`config.mk`:
```
export PLATFORM = sky130hd
export DESIGN_NAME = frame_gen_multitap
export DESIGN_NICKNAME = d
export VERILOG_FILES = /design/src/rtl/frame_gen_multitap.sv
export SDC_FILE = /design/constraint.sdc
export NUM_CORES = 1
export LEC_CHECK = 0
export BUFFER_PORTS_ARGS = -buffer_cell sky130_fd_sc_hd__buf_2
export CAP_MARGIN = 15
export CORE_MARGIN = 2
export CORE_UTILIZATION = 50
export CTS_CLUSTER_DIAMETER = 200
export CTS_CLUSTER_SIZE = 14
export DETAILED_ROUTE_END_ITERATION = 6
export GPL_TIMING_DRIVEN = 1
export PLACE_DENSITY = 0.68
export SYNTH_ARGS = -nofsm -noshare
export SYNTH_HDL_FRONTEND = slang
export SYNTH_SLANG_ARGS = --single-unit
```
`constraint.sdc`:
```
create_clock -name clk -period 5.62 [get_ports clk]
set_clock_uncertainty 0.05 [all_clocks]
set_input_delay 0.281 -clock clk [delete_from_list [all_inputs] [get_ports clk]]
set_output_delay 0.281 -clock clk [all_outputs]
set_load 0.005 [all_outputs]
```
`src/rtl/frame_gen_multitap.sv`:
```
// Multi-tap test-pattern frame generator: FVAL/LVAL/DVAL timing plus TAPS pixels per clock.
// Geometry, blanking, pattern and mode are latched on every entry into F2L.
module frame_gen_multitap #(
  parameter int TAPS       = 2,
  parameter int BPP        = 8,
  parameter int MAX_WIDTH  = 4096,
  parameter int MAX_HEIGHT = 4096,
  localparam int WW        = $clog2(MAX_WIDTH + 1),
  localparam int HW        = $clog2(MAX_HEIGHT + 1)
) (
  input  logic                 clk,
  input  logic                 rst,
  input  logic                 en,
  input  logic                 mode,
  input  logic [2:0]           sel,
  input  logic [WW-1:0]        cfg_width,
  input  logic [HW-1:0]        cfg_height,
  input  logic [15:0]          cfg_f2l,
  input  logic [15:0]          cfg_l2d,
  input  logic [15:0]          cfg_hblank,
  input  logic [15:0]          cfg_vblank,
  output logic                 fval,
  output logic                 lval,
  output logic                 dval,
  output logic [TAPS*BPP-1:0]  pix_data,
  output logic [15:0]          frame_cnt,
  output logic                 frame_done,
  output logic                 busy
);

  typedef enum logic [2:0] {IDLE, F2L, LPRE, ACTIVE, HBLANK, VBLANK} state_t;

  state_t              state, state_nxt;
  logic [15:0]         phase, beat, line, lfsr;
  logic [15:0]         lim_beats, lim_height, lim_f2l, lim_l2d, lim_hb, lim_vb;
  logic [2:0]          lat_sel;
  logic                lat_mode, en_prev;
  logic                start, fin, lfsr_fb;
  logic [WW-1:0]       beats_raw;
  logic [15:0]         beats_c, height_c, bx, x;
  logic [BPP-1:0]      v;
  logic [TAPS*BPP-1:0] pix_nxt;

  always_comb begin
    beats_raw = cfg_width / WW'(TAPS);
    beats_c   = (beats_raw == '0) ? 16'd1 : 16'(beats_raw);
    height_c  = (cfg_height == '0) ? 16'd1 : 16'(cfg_height);
  end

  always_comb begin
    state_nxt = state;
    case (state)
      IDLE:    if (en && (!en_prev || !mode)) state_nxt = F2L;
      F2L:     if (phase == lim_f2l - 16'd1) state_nxt = (lim_l2d == '0) ? ACTIVE : LPRE;
      LPRE:    if (phase == lim_l2d - 16'd1) state_nxt = ACTIVE;
      ACTIVE:  if (beat == lim_beats - 16'd1)
                 state_nxt = (line == lim_height - 16'd1) ? VBLANK : HBLANK;
      HBLANK:  if (phase == lim_hb - 16'd1) state_nxt = (lim_l2d == '0) ? ACTIVE : LPRE;
      VBLANK:  if (phase == lim_vb - 16'd1) state_nxt = (!lat_mode && en) ? F2L : IDLE;
      default: state_nxt = IDLE;
    endcase
  end

  assign start   = (state_nxt == F2L) && (state != F2L);
  assign fin     = (state == ACTIVE) && (state_nxt == VBLANK);
  assign lfsr_fb = lfsr[0] ^ lfsr[2] ^ lfsr[3] ^ lfsr[5];

  // Pixels are built for the beat about to be presented, so they register alongside dval.
  always_comb begin
    pix_nxt = '0;
    x       = '0;
    v       = '0;
    bx      = (state == ACTIVE) ? beat + 16'd1 : '0;
    if (state_nxt == ACTIVE) begin
      for (int unsigned t = 0; t < TAPS; t++) begin
        x = bx * 16'(TAPS) + 16'(t);
        case (lat_sel)
          3'd0:    v = '0;
          3'd1:    v = BPP'(x);
          3'd2:    v = BPP'(line);
          3'd3:    v = (x[3] ^ line[3]) ? '1 : '0;
          3'd4:    v = BPP'(frame_cnt);
          3'd5:    v = BPP'(lfsr) ^ BPP'(t);
          3'd6:    v = BPP'(x + line);
          default: v = '1;
        endcase
        pix_nxt[t*BPP +: BPP] = v;
      end
    end
  end

  always_ff @(posedge clk) begin
    if (!rst) begin
      state      <= IDLE;
      phase      <= '0;
      beat       <= '0;
      line       <= '0;
      lfsr       <= 16'hACE1;
      en_prev    <= 1'b0;
      lim_beats  <= 16'd1;
      lim_height <= 16'd1;
      lim_f2l    <= 16'd1;
      lim_l2d    <= '0;
      lim_hb     <= 16'd1;
      lim_vb     <= 16'd1;
      lat_sel    <= '0;
      lat_mode   <= 1'b0;
      fval       <= 1'b0;
      lval       <= 1'b0;
      dval       <= 1'b0;
      pix_data   <= '0;
      frame_cnt  <= '0;
      frame_done <= 1'b0;
      busy       <= 1'b0;
    end else begin
      state   <= state_nxt;
      en_prev <= en;
      phase   <= (state_nxt != state) ? '0 : phase + 16'd1;
      beat    <= (state == ACTIVE && state_nxt == ACTIVE) ? beat + 16'd1 : '0;
      if (start)
        line <= '0;
      else if (state == ACTIVE && state_nxt != ACTIVE)
        line <= line + 16'd1;
      if (start)
        lfsr <= 16'hACE1;
      else if (state_nxt == ACTIVE)
        lfsr <= {lfsr_fb, lfsr[15:1]};
      if (start) begin
        lim_beats  <= beats_c;
        lim_height <= height_c;
        lim_f2l    <= (cfg_f2l == '0) ? 16'd1 : cfg_f2l;
        lim_l2d    <= cfg_l2d;
        lim_hb     <= (cfg_hblank == '0) ? 16'd1 : cfg_hblank;
        lim_vb     <= (cfg_vblank == '0) ? 16'd1 : cfg_vblank;
        lat_sel    <= sel;
        lat_mode   <= mode;
      end
      fval       <= state_nxt inside {F2L, LPRE, ACTIVE, HBLANK};
      lval       <= state_nxt inside {LPRE, ACTIVE};
      dval       <= (state_nxt == ACTIVE);
      pix_data   <= pix_nxt;
      busy       <= (state_nxt != IDLE);
      frame_done <= fin;
      if (fin) frame_cnt <= frame_cnt + 16'd1;
    end
  end

endmodule

```
* Word level (Yosys, flattened, before mapping)
Index checks and enable logic that the tools add are counted.
** Operators by class
- $add $sub $neg :: 13
- Equal/unequal tests :: 25
- Muxes and demuxes :: 20
- Bitwise operators :: 7
- Reduce and logical (&&, ||, !) cells :: 25
** Operator list (number)
- one-hot mux 8 bit (7 select lines) :: 2
- equality test 16 bit :: 6
- subtractor 16 x 1 -> 16 bit, second input constant :: 6
- adder 16 x 1 -> 16 bit, second input constant :: 4
- logical NOT 16 bit :: 4
- two-way mux 16 bit :: 3
- logical NOT 13 bit :: 2
- equality test 3 bit, second input constant :: 7
- equality test 3 x 2 -> 1 bit, second input constant :: 6
- two-way mux 3 bit :: 6
- one-hot mux 3 bit (6 select lines) :: 1
- adder 8 bit :: 2
- two-way mux 8 bit :: 2
- two-way mux 13 bit :: 1
- two-way mux 12 bit :: 1
- equality test 3 x 1 -> 1 bit, second input constant :: 3
- adder 8 x 1 -> 8 bit, second input constant :: 1
- two-way mux 7 bit :: 1
- logical AND 1 bit :: 6
- logical NOT 3 bit :: 2
- XOR 1 bit :: 5
- AND reduction 2 bit :: 2
- nonzero test 4 bit :: 1
- OR reduction 2 bit :: 2
- 9 further kinds :: 14
** Storage, ports and cells
- Flip-flop bits (word level) :: 205
- Input bits :: 97
- Output and inout port bits :: 37
- Word-level logic and storage cells :: 111

* Longest topological paths before layout
Gate-level depths: netlist of the first run.
- Word-level depth :: 8
- Gate-level depth with buffers :: 16
- Gate-level depth less buffers :: 14

* Worst setup path after synthesis of the first run
OpenSTA, ideal clock, no wires.
- Path kind :: flip-flop to flip-flop
- Start :: reg lim_hb[0]
- End :: reg frame_cnt[10]
- Setup time :: 0.133 ns
- Arrival :: 3.608 ns
- Data required time :: 5.437 ns
- Slack :: 1.829 ns
- Cell stages (with the launch flop) :: 16
- Path buffers :: 3
- Period minus slack after synthesis :: 3.791 ns
- Cells stage by stage :: dfxtp_1 > inv_1 > ha_1 > or4b_1 > clkbuf_1 > nor3_1 > a32o_1 > or4_1 > or4_1 > o22a_1 > and3_4 > buf_6 > a2111oi_4 > buf_6 > a21o_1 > a21oi_2
** On the way
- Cells in the longest elaborated chain, start to end :: 6
** RTL lines
- from (decl) :: line 35 : logic [15:0] lim_beats, lim_height, lim_f2l, lim_l2d, lim_hb, lim_vb;
- from (signal assigned) :: line 133 : lim_hb <= (cfg_hblank == '0) ? 16'd1 : cfg_hblank;
- subtractor 16 x 1 -> 16 bit :: line 58 : HBLANK: if (phase == lim_hb - 16'd1) state_nxt = (lim_l2d == '0) ? ACTIVE : LPRE;
- equality test 16 bit :: line 58
- two-way mux 3 bit :: line 58
- one-hot mux 3 bit (6 select lines) :: line 52 : case (state)
- equality test 3 bit :: line 65 : assign fin = (state == ACTIVE) && (state_nxt == VBLANK);
- logical AND 1 bit :: line 65
- to (signal assigned) :: line 144 : if (fin) frame_cnt <= frame_cnt + 16'd1;
- to (decl) :: line 26 : output logic [15:0] frame_cnt,
No other way between the ends.
A chain may end at the register's enable or synchronous reset.

* Final worst setup path of the first run
- Start :: reg lim_hb[0]
- End :: reg line[11]
** On the way
- Cells in the longest elaborated chain, start to end :: 7
- Elaborated cells between the ends (all ways) :: 9
- Classes of those cells :: add/sub (1); eq/ne (3); mux (2); reduce/logical (3)
** RTL lines
- subtractor 16 x 1 -> 16 bit * :: line 58
- equality test 16 bit * :: line 58
- two-way mux 3 bit * :: line 58
- one-hot mux 3 bit (6 select lines) * :: line 52
- equality test 3 x 1 -> 1 bit :: line 64 : assign start = (state_nxt == F2L) && (state != F2L);
- logical AND 1 bit :: line 64
- OR reduction 2 bit (no line)
- to (signal assigned) :: line 123 : line <= line + 16'd1;
- to (decl) :: line 34 : logic [15:0] phase, beat, line, lfsr;
Every way passes the cells marked *; elsewhere a longest branch is shown, timed or not.

==> flow_summary.json, run 1 <==
{
  "power_frac_seq_pct": 34.3,
  "p_sw_share_pct": 44.2,
  "clock.fmax_ghz": 0.212,
  "timing.hold.ws_ns": 0.0333,
  "async_reset_ff_share_pct": 0,
  "overflow": 0,
  "ir_drop_mv": 0.283,
  "cts_tree": "yes",
  "multi_input_area_um2": 7250,
  "grt_pass1_wl_um": 51900,
  "ant_nets": 0,
  "numPortBuffers": 132,
  "hold_class": "input port to flip-flop",
  "p_comb_share_pct": 45.2,
  "tightest_slew_ns": 0.989,
  "vias_per_cell": 5.92,
  "cp-start-kind": "flip-flop",
  "drt_iter0_markers": 649,
  "drv_cap": 0,
  "synthFlopType": "dfxtp_1",
  "drc": 0,
  "crit_slowest_cell": "or4b_1",
  "drtPass1Iterations": 5,
  "rsz0062_at_grt": "false",
  "internal-power_mw": 3.36,
  "path_delay_family": "simple AND/OR/NAND/NOR gates",
  "slew_headroom_pct": 33.4,
  "synthCells": 1496,
  "wl_per_cell_um": 16.9,
  "final_nets": 1668,
  "cts_root_buf": "clkbuf_16",
  "synth.avg_cell_area_um2": 7.91,
  "syn_to_final_growth_pct": 11.2,
  "setup_tns_ns": 0,
  "regArea_um2": 3960,
  "cp_cell_sequence": "inv_1, ha_1, or4b_1, o22a_1, nor3_1, a2bb2o_1, or4_1, o22a_1, and3_4, nand2_2, buf_4, nand2_1, and3_1",
  "clock_path_buffers": 2,
  "critPathRequiredTime_ns": 5.90,
  "syn_nets": 1611,
  "die_w_um": 158,
  "clk_pin_slew_worst_paths_ns": 0.08,
  "synth_warnings": 0,
  "synth.area.top_cells": "dfxtp_1 33%, xnor2_1 7.0%, xor2_1 5.9%, nand3_1 5.7%, a21oi_1 5.5%",
  "cts_hold_buf": 0,
  "globalplace.congestion": 0.922,
  "path_buf_inv": 2,
  "criticalPathCategory": "flip-flop to flip-flop",
  "timing.final.crit_share_pct": 83.8,
  "yosys.area.top_type_share_pct": 33.5,
  "min_period_ns": 4.71,
  "vias": 11156,
  "h-tree-depth": 4,
  "slew_viol_final": 0,
  "cellPowerDensity_nw_per_um2": 457,
  "io_pins": 134,
  "worstSkewPairLatency_ns": 0.44,
  "cpPeakStageDelay_ns": 0.62,
  "endpoint_kind": "flip-flop",
  "synthTopCellsByCount": "198 x dfxtp_1, 134 x nand3_1, 130 x a21oi_1, 116 x o21ai_0, 96 x nor2_1",
  "synth_largest_area_cell": "dfxtp_1",
  "dp_hpwl_um": 23100,
  "synth.distinct_cells": 84,
  "antenna_found_initial": 0,
  "start_util_pct": 50.7,
  "synthMostInstantiatedCell": "dfxtp_1",
  "die_h_um": 158,
  "synth_seq_area_share_pct": 33.5,
  "p_switching_mw": 2.66,
  "hold_violations": 0,
  "setup_viol": 0,
  "first_global_vias": 10203,
  "num-fill-cells": 2217,
  "gr-usage-all-layers_pct": 25.8,
  "synth-seq-cells": 198,
  "crit_path_max_fanout": 45,
  "drive_gt1_share_pct": 14.0,
  "dieArea_um2": 24900,
  "cts_buffers": 17,
  "status": "finished, final reports clean",
  "synth_edf_count": 0,
  "clock_sinks": 198,
  "cp.arrival_ns": 4.99,
  "antennaDiodeCount": 0,
  "grt_max_degree": 98,
  "rows": 56,
  "p_leak_nw": 5.07,
  "crit_top_cell": "o22a_1",
  "cts.repair.resized": 0,
  "post_cts_buffers": 0,
  "core_area_um2": 23300,
  "synthesis.area_um2": 11800,
  "power.share.clock_pct": 20.5,
  "postRouteWirelength_um": 31800
}
[per-layer routing]
metal / vias up / track usage, % / share of wire, %
met4: 0 / 8.87 / 2.8
met1: 5278 / 32.5 / 44
met2: 284 / 45.0 / 50
met5: - / 0 / 0
li1: 5534 / - / -
met3: 60 / 3.86 / 3.8
[power by group through the flow]
| stage | Combinational (mW) | Clock, mW | Sequential, mW |
|---|---|---|---|
| 2_1_floorplan | 2.22 | 0 | 1.92 |
| 3_5_place_dp | 2.70 | 0 | 2.09 |
| 3_3_place_gp | 2.65 | 0 | 2.08 |
| 4_1_cts | 2.71 | 1.26 | 2.06 |
| 6_report | 2.72 | 1.23 | 2.06 |
| 5_1_grt | 3.03 | 1.31 | 2.11 |
[final cells by class]
class	instances	area share (%)
Sequential cell	198	30.1
Inverter	45	1.30
Multi-Input combinational cell	1142	55.1
Timing Repair Buffer	149	6.08
Tap cell	319	3.03
Clock inverter	15	1.19
Clock buffer	17	3.23
[tightest hold or removal path, cell delays in order]
cell and delay [ns]:
buf_2 0.09, nand3_1 0.05, a21oi_1 0.05
[sequential cells by signal (all words and copies together), names as in the netlist, 12 cells and up]
register / flops
beat: 16
frame_cnt: 16
lfsr: 16
lim_beats: 12
lim_f2l: 16
lim_hb: 16
lim_height: 13
lim_l2d: 16
lim_vb: 16
line: 16
phase: 16
pix_data: 16
[path summary, 6_finish.rpt]
check                              start                 endpoint  slack [ns]  cells past startpoint
setup reg to reg  lim_hb[0]$_SDFFE_PN1P_    line[11]$_SDFFE_PP0P_        0.91                     13
hold reg to reg    lfsr[13]$_SDFFE_PP1N_    lfsr[13]$_SDFFE_PP1N_        0.41                      2
setup / recovery  lim_hb[0]$_SDFFE_PN1P_    line[11]$_SDFFE_PP0P_        0.91                     13
hold / removal                cfg_l2d[2]  lim_l2d[2]$_SDFFE_PN0P_        0.03                      3
[stage by stage]
stage / std cells / worst slack (ns) / utilization (%) / instance area (µm²) / total power [mW]
finish: 1885 / 0.909 / 56.4 / 13200 / 6.02
global route: 1885 / 0.659 / 56.4 / 13200 / 6.46
CTS: 1885 / 0.999 / 56.4 / 13200 / 6.03
detailed placement: 1853 / 1.02 / 53.9 / 12600 / 4.79
global placement: 1853 / 1.09 / 53.9 / 12600 / 4.73
floorplan: 1496 / 1.83 / - / 11800 / 4.14
[cells by family after synthesis]
logic type	after synthesis	synth area share, %
and+or+nand+nor	556	25.2
DFF	198	33.5
xor gates and xnor gates	175	12.9
AOI/OAI and AO/OA	389	20.6
adders and majority gates	18	2.03
buffers and inverters	156	5.37
muxes	4	0.349
[layout by cell type, fill, tap and decap left out, types with 8 or more instances in the layout]
cell and count:
a221oi_1 8, nor2b_1 13, and2_1 14, buf_2 132
a22o_1 10, a21oi_1 130, a211oi_1 9, clkbuf_16 17
a31oi_1 13, dfxtp_1 198, buf_4 16, a22oi_1 11
nand2b_1 8, ha_1 16, a21o_1 10, or3_1 11
nand4_1 29, nor4_1 36, xor2_1 80, or4_1 14
o21ai_0 116, inv_1 43, xnor2_1 95, nand2_1 71
nor2_1 95, and3_1 29, nor3_1 52, nand3_1 133
Power figures use the tool's default switching activity.
==> run 2: changes to the inputs <==
- PLACE_DENSITY: 0.68 -> 0.71
- clock period: 5.62 -> 4 ns (I/O delays scaled with it)
==> run 2 against run 1 <==
  * Wire length rose by 8.7%
  * Via count is 7.4% higher
  * Maximum frequency grew 23%
  * Critical path depth is 2 lower
  * Utilization grew 5.2 points
  * Sequential share of layout area fell by 2.6 points
  * Largest power group unchanged
==> flow_summary.json, run 2 (synthesized netlist as in run 1, its figures left out) <==
{
  "num-fill-cells": 2052,
  "cts_root_buf": "clkbuf_16",
  "timing.final.crit_share_pct": 96.1,
  "dieArea_um2": 24900,
  "drc": 0,
  "drtPass1Iterations": 5,
  "globalplace.congestion": 0.947,
  "dp_hpwl_um": 23700,
  "met3WireLength_um": 1860,
  "reg2reg_slack_ns": 0.16,
  "setup_tns_ns": 0,
  "grt_max_degree": 51,
  "layout_commonest_cell": "dfxtp_1",
  "core_area_um2": 23300,
  "top_layer": "met4",
  "cp-start-kind": "flip-flop",
  "p_leak_nw": 5.64,
  "critPathRequiredTime_ns": 4.28,
  "setup_slack_ns": 0.155,
  "status": "finished, final reports clean",
  "reg2reg_from": "lim_hb[2]$_SDFFE_PN0P_",
  "die_h_um": 158,
  "endpoint_kind": "flip-flop",
  "postRouteWirelength_um": 34600,
  "clock.fmax_ghz": 0.260,
  "drive_gt1_share_pct": 15.2,
  "final_nets": 1791,
  "holdPathStages": 3,
  "cellPowerDensity_nw_per_um2": 614,
  "hold_violations": 0,
  "hold_class": "input port to flip-flop",
  "overflow": 0,
  "worstSkewPairLatency_ns": 0.44,
  "ir_drop_mv": 0.340,
  "layout_common_cells": "198 x dfxtp_1, 133 x nand3_1, 132 x buf_2",
  "syn_to_final_growth_pct": 21.6,
  "min_to": "lat_sel[2]$_SDFFE_PN0P_",
  "antenna_found_initial": 0,
  "first_global_vias": 10991,
  "clock_path_buffers": 2,
  "clock_sinks": 198,
  "setup_viol": 0,
  "power.total_mw": 8.83,
  "rr_worst_depth": 11,
  "criticalPathCategory": "flip-flop to flip-flop",
  "wl_per_cell_um": 17.2,
  "grt_pass1_wl_um": 54800,
  "reg2reg_to": "frame_cnt[4]$_SDFFE_PN0P_",
  "antennaDiodeCount": 0,
  "place_ws_ns": 0.153,
  "ant_nets": 0,
  "die_w_um": 158,
  "drt_iter0_markers": 828,
  "slew_headroom_pct": 47.5,
  "min_period_ns": 3.84,
  "hp-start": "sel[2]",
  "vias_per_cell": 5.98,
  "numPortBuffers": 132,
  "tightest_slew_ns": 0.787,
  "slew_viol_final": 0,
  "vias": 11986,
  "wl_met2_um": 17300,
  "cts_buffers": 17,
  "h-tree-depth": 4,
  "clk_pin_slew_worst_paths_ns": 0.07,
  "cts_tree": "yes",
  "start_util_pct": 50.7,
  "rows": 56,
  "drv_cap": 0,
  "gr-usage-all-layers_pct": 27.3,
  "final_util_pct": 61.7,
  "io_pins": 134,
  "crit_path_max_fanout": 11,
  "rsz0062_at_grt": "false",
  "drt-met1-wl_um": 14600,
  "cp.arrival_ns": 4.13
}
run 2: cell count changes in the layout (fill, tap and decap cells not counted), sizes merged:
cell,before,now
buf,149,184
bufinv,1,0
clkbuf,17,20
clkinvlp,2,5
dlygate4sd3,0,87
inv,53,47
run 2: layout make-up:
class	instances	area, µm²	share of cell area (%)
multi-input cells	1142	7280	50.6
flip-flops and latches	198	3960	27.6
repair buffers	272	2050	14.3
clock buffers	19	443	3.08
well taps	319	399	2.77
inverters	45	173	1.20
clock inverters	11	78.8	0.548
run 2: per-layer routing:
metal | track usage (%) | vias up
met2 | 48.1 | 433
met4 | 8.70 | 0
met3 | 4.27 | 66
met1 | 34.0 | 5712
li1 | - | 5775
met5 | 0 | -
run 2: through the flow:
stage               hold WS [ns]  cell area, µm²  std cells
finish                    0.0135           14400       2006
floorplan                  0.272           11800       1496
global placement           0.389           12900       1887
CTS                      0.00119           14300       2004
global route              0.0220           14400       2006
detailed placement         0.398           12900       1887
run 2: what timing repair did:
| item | CTS | global route |
|---|---|---|
| hold buffers | 87 | 0 |
| gates resized for setup | 0 | 8 |
| setup buffers | 0 | 1 |
| endpoints found under the hold margin | 87 | 0 |
| setup endpoints to repair | 0 | 140 |
run 2: power by group:
group / switching [mW] / internal (mW) / total [mW] / leakage, nW
logic: 2.52 / 1.85 / 4.37 / 3.78
registers: 0.532 / 2.34 / 2.87 / 1.61
clock network: 0.780 / 0.807 / 1.59 / 0.244
total: 3.84 / 5.00 / 8.83 / 5.64
run 2: critical path: stages, from the launching register on:
cell and delay, ns:
dfxtp_1 0.41, or3_1 0.46, a2111oi_2 0.25, a32oi_1 0.14, or4_1 0.54, or4_1 0.60, o22a_1 0.21, and3_4 0.22
a2111oi_4 0.33, buf_4 0.25, a21boi_1 0.08, o21a_1 0.19
run 2: worst max path at each step:
| stage | startpoint | slack, ns | to | depth (start not counted) |
|---|---|---|---|---|
| 3_3_place_gp | lim_hb[0]$_SDFFE_PN1P_ | 0.20 | frame_cnt[4]$_SDFFE_PN0P_ | 13 |
| 4_1_cts | lim_hb[0]$_SDFFE_PN1P_ | 0.14 | frame_cnt[4]$_SDFFE_PN0P_ | 13 |
| 6_report | lim_hb[2]$_SDFFE_PN0P_ | 0.16 | frame_cnt[4]$_SDFFE_PN0P_ | 11 |
| 5_1_grt | lim_beats[0]$_SDFFE_PN1P_ | 0.005 | lim_hb[0]$_SDFFE_PN1P_ | 15 |
| 3_5_place_dp | lim_hb[0]$_SDFFE_PN1P_ | 0.15 | frame_cnt[4]$_SDFFE_PN0P_ | 13 |
| 2_1_floorplan | lim_hb[0]$_SDFFE_PN1P_ | 0.21 | frame_cnt[10]$_SDFFE_PN0P_ | 15 |
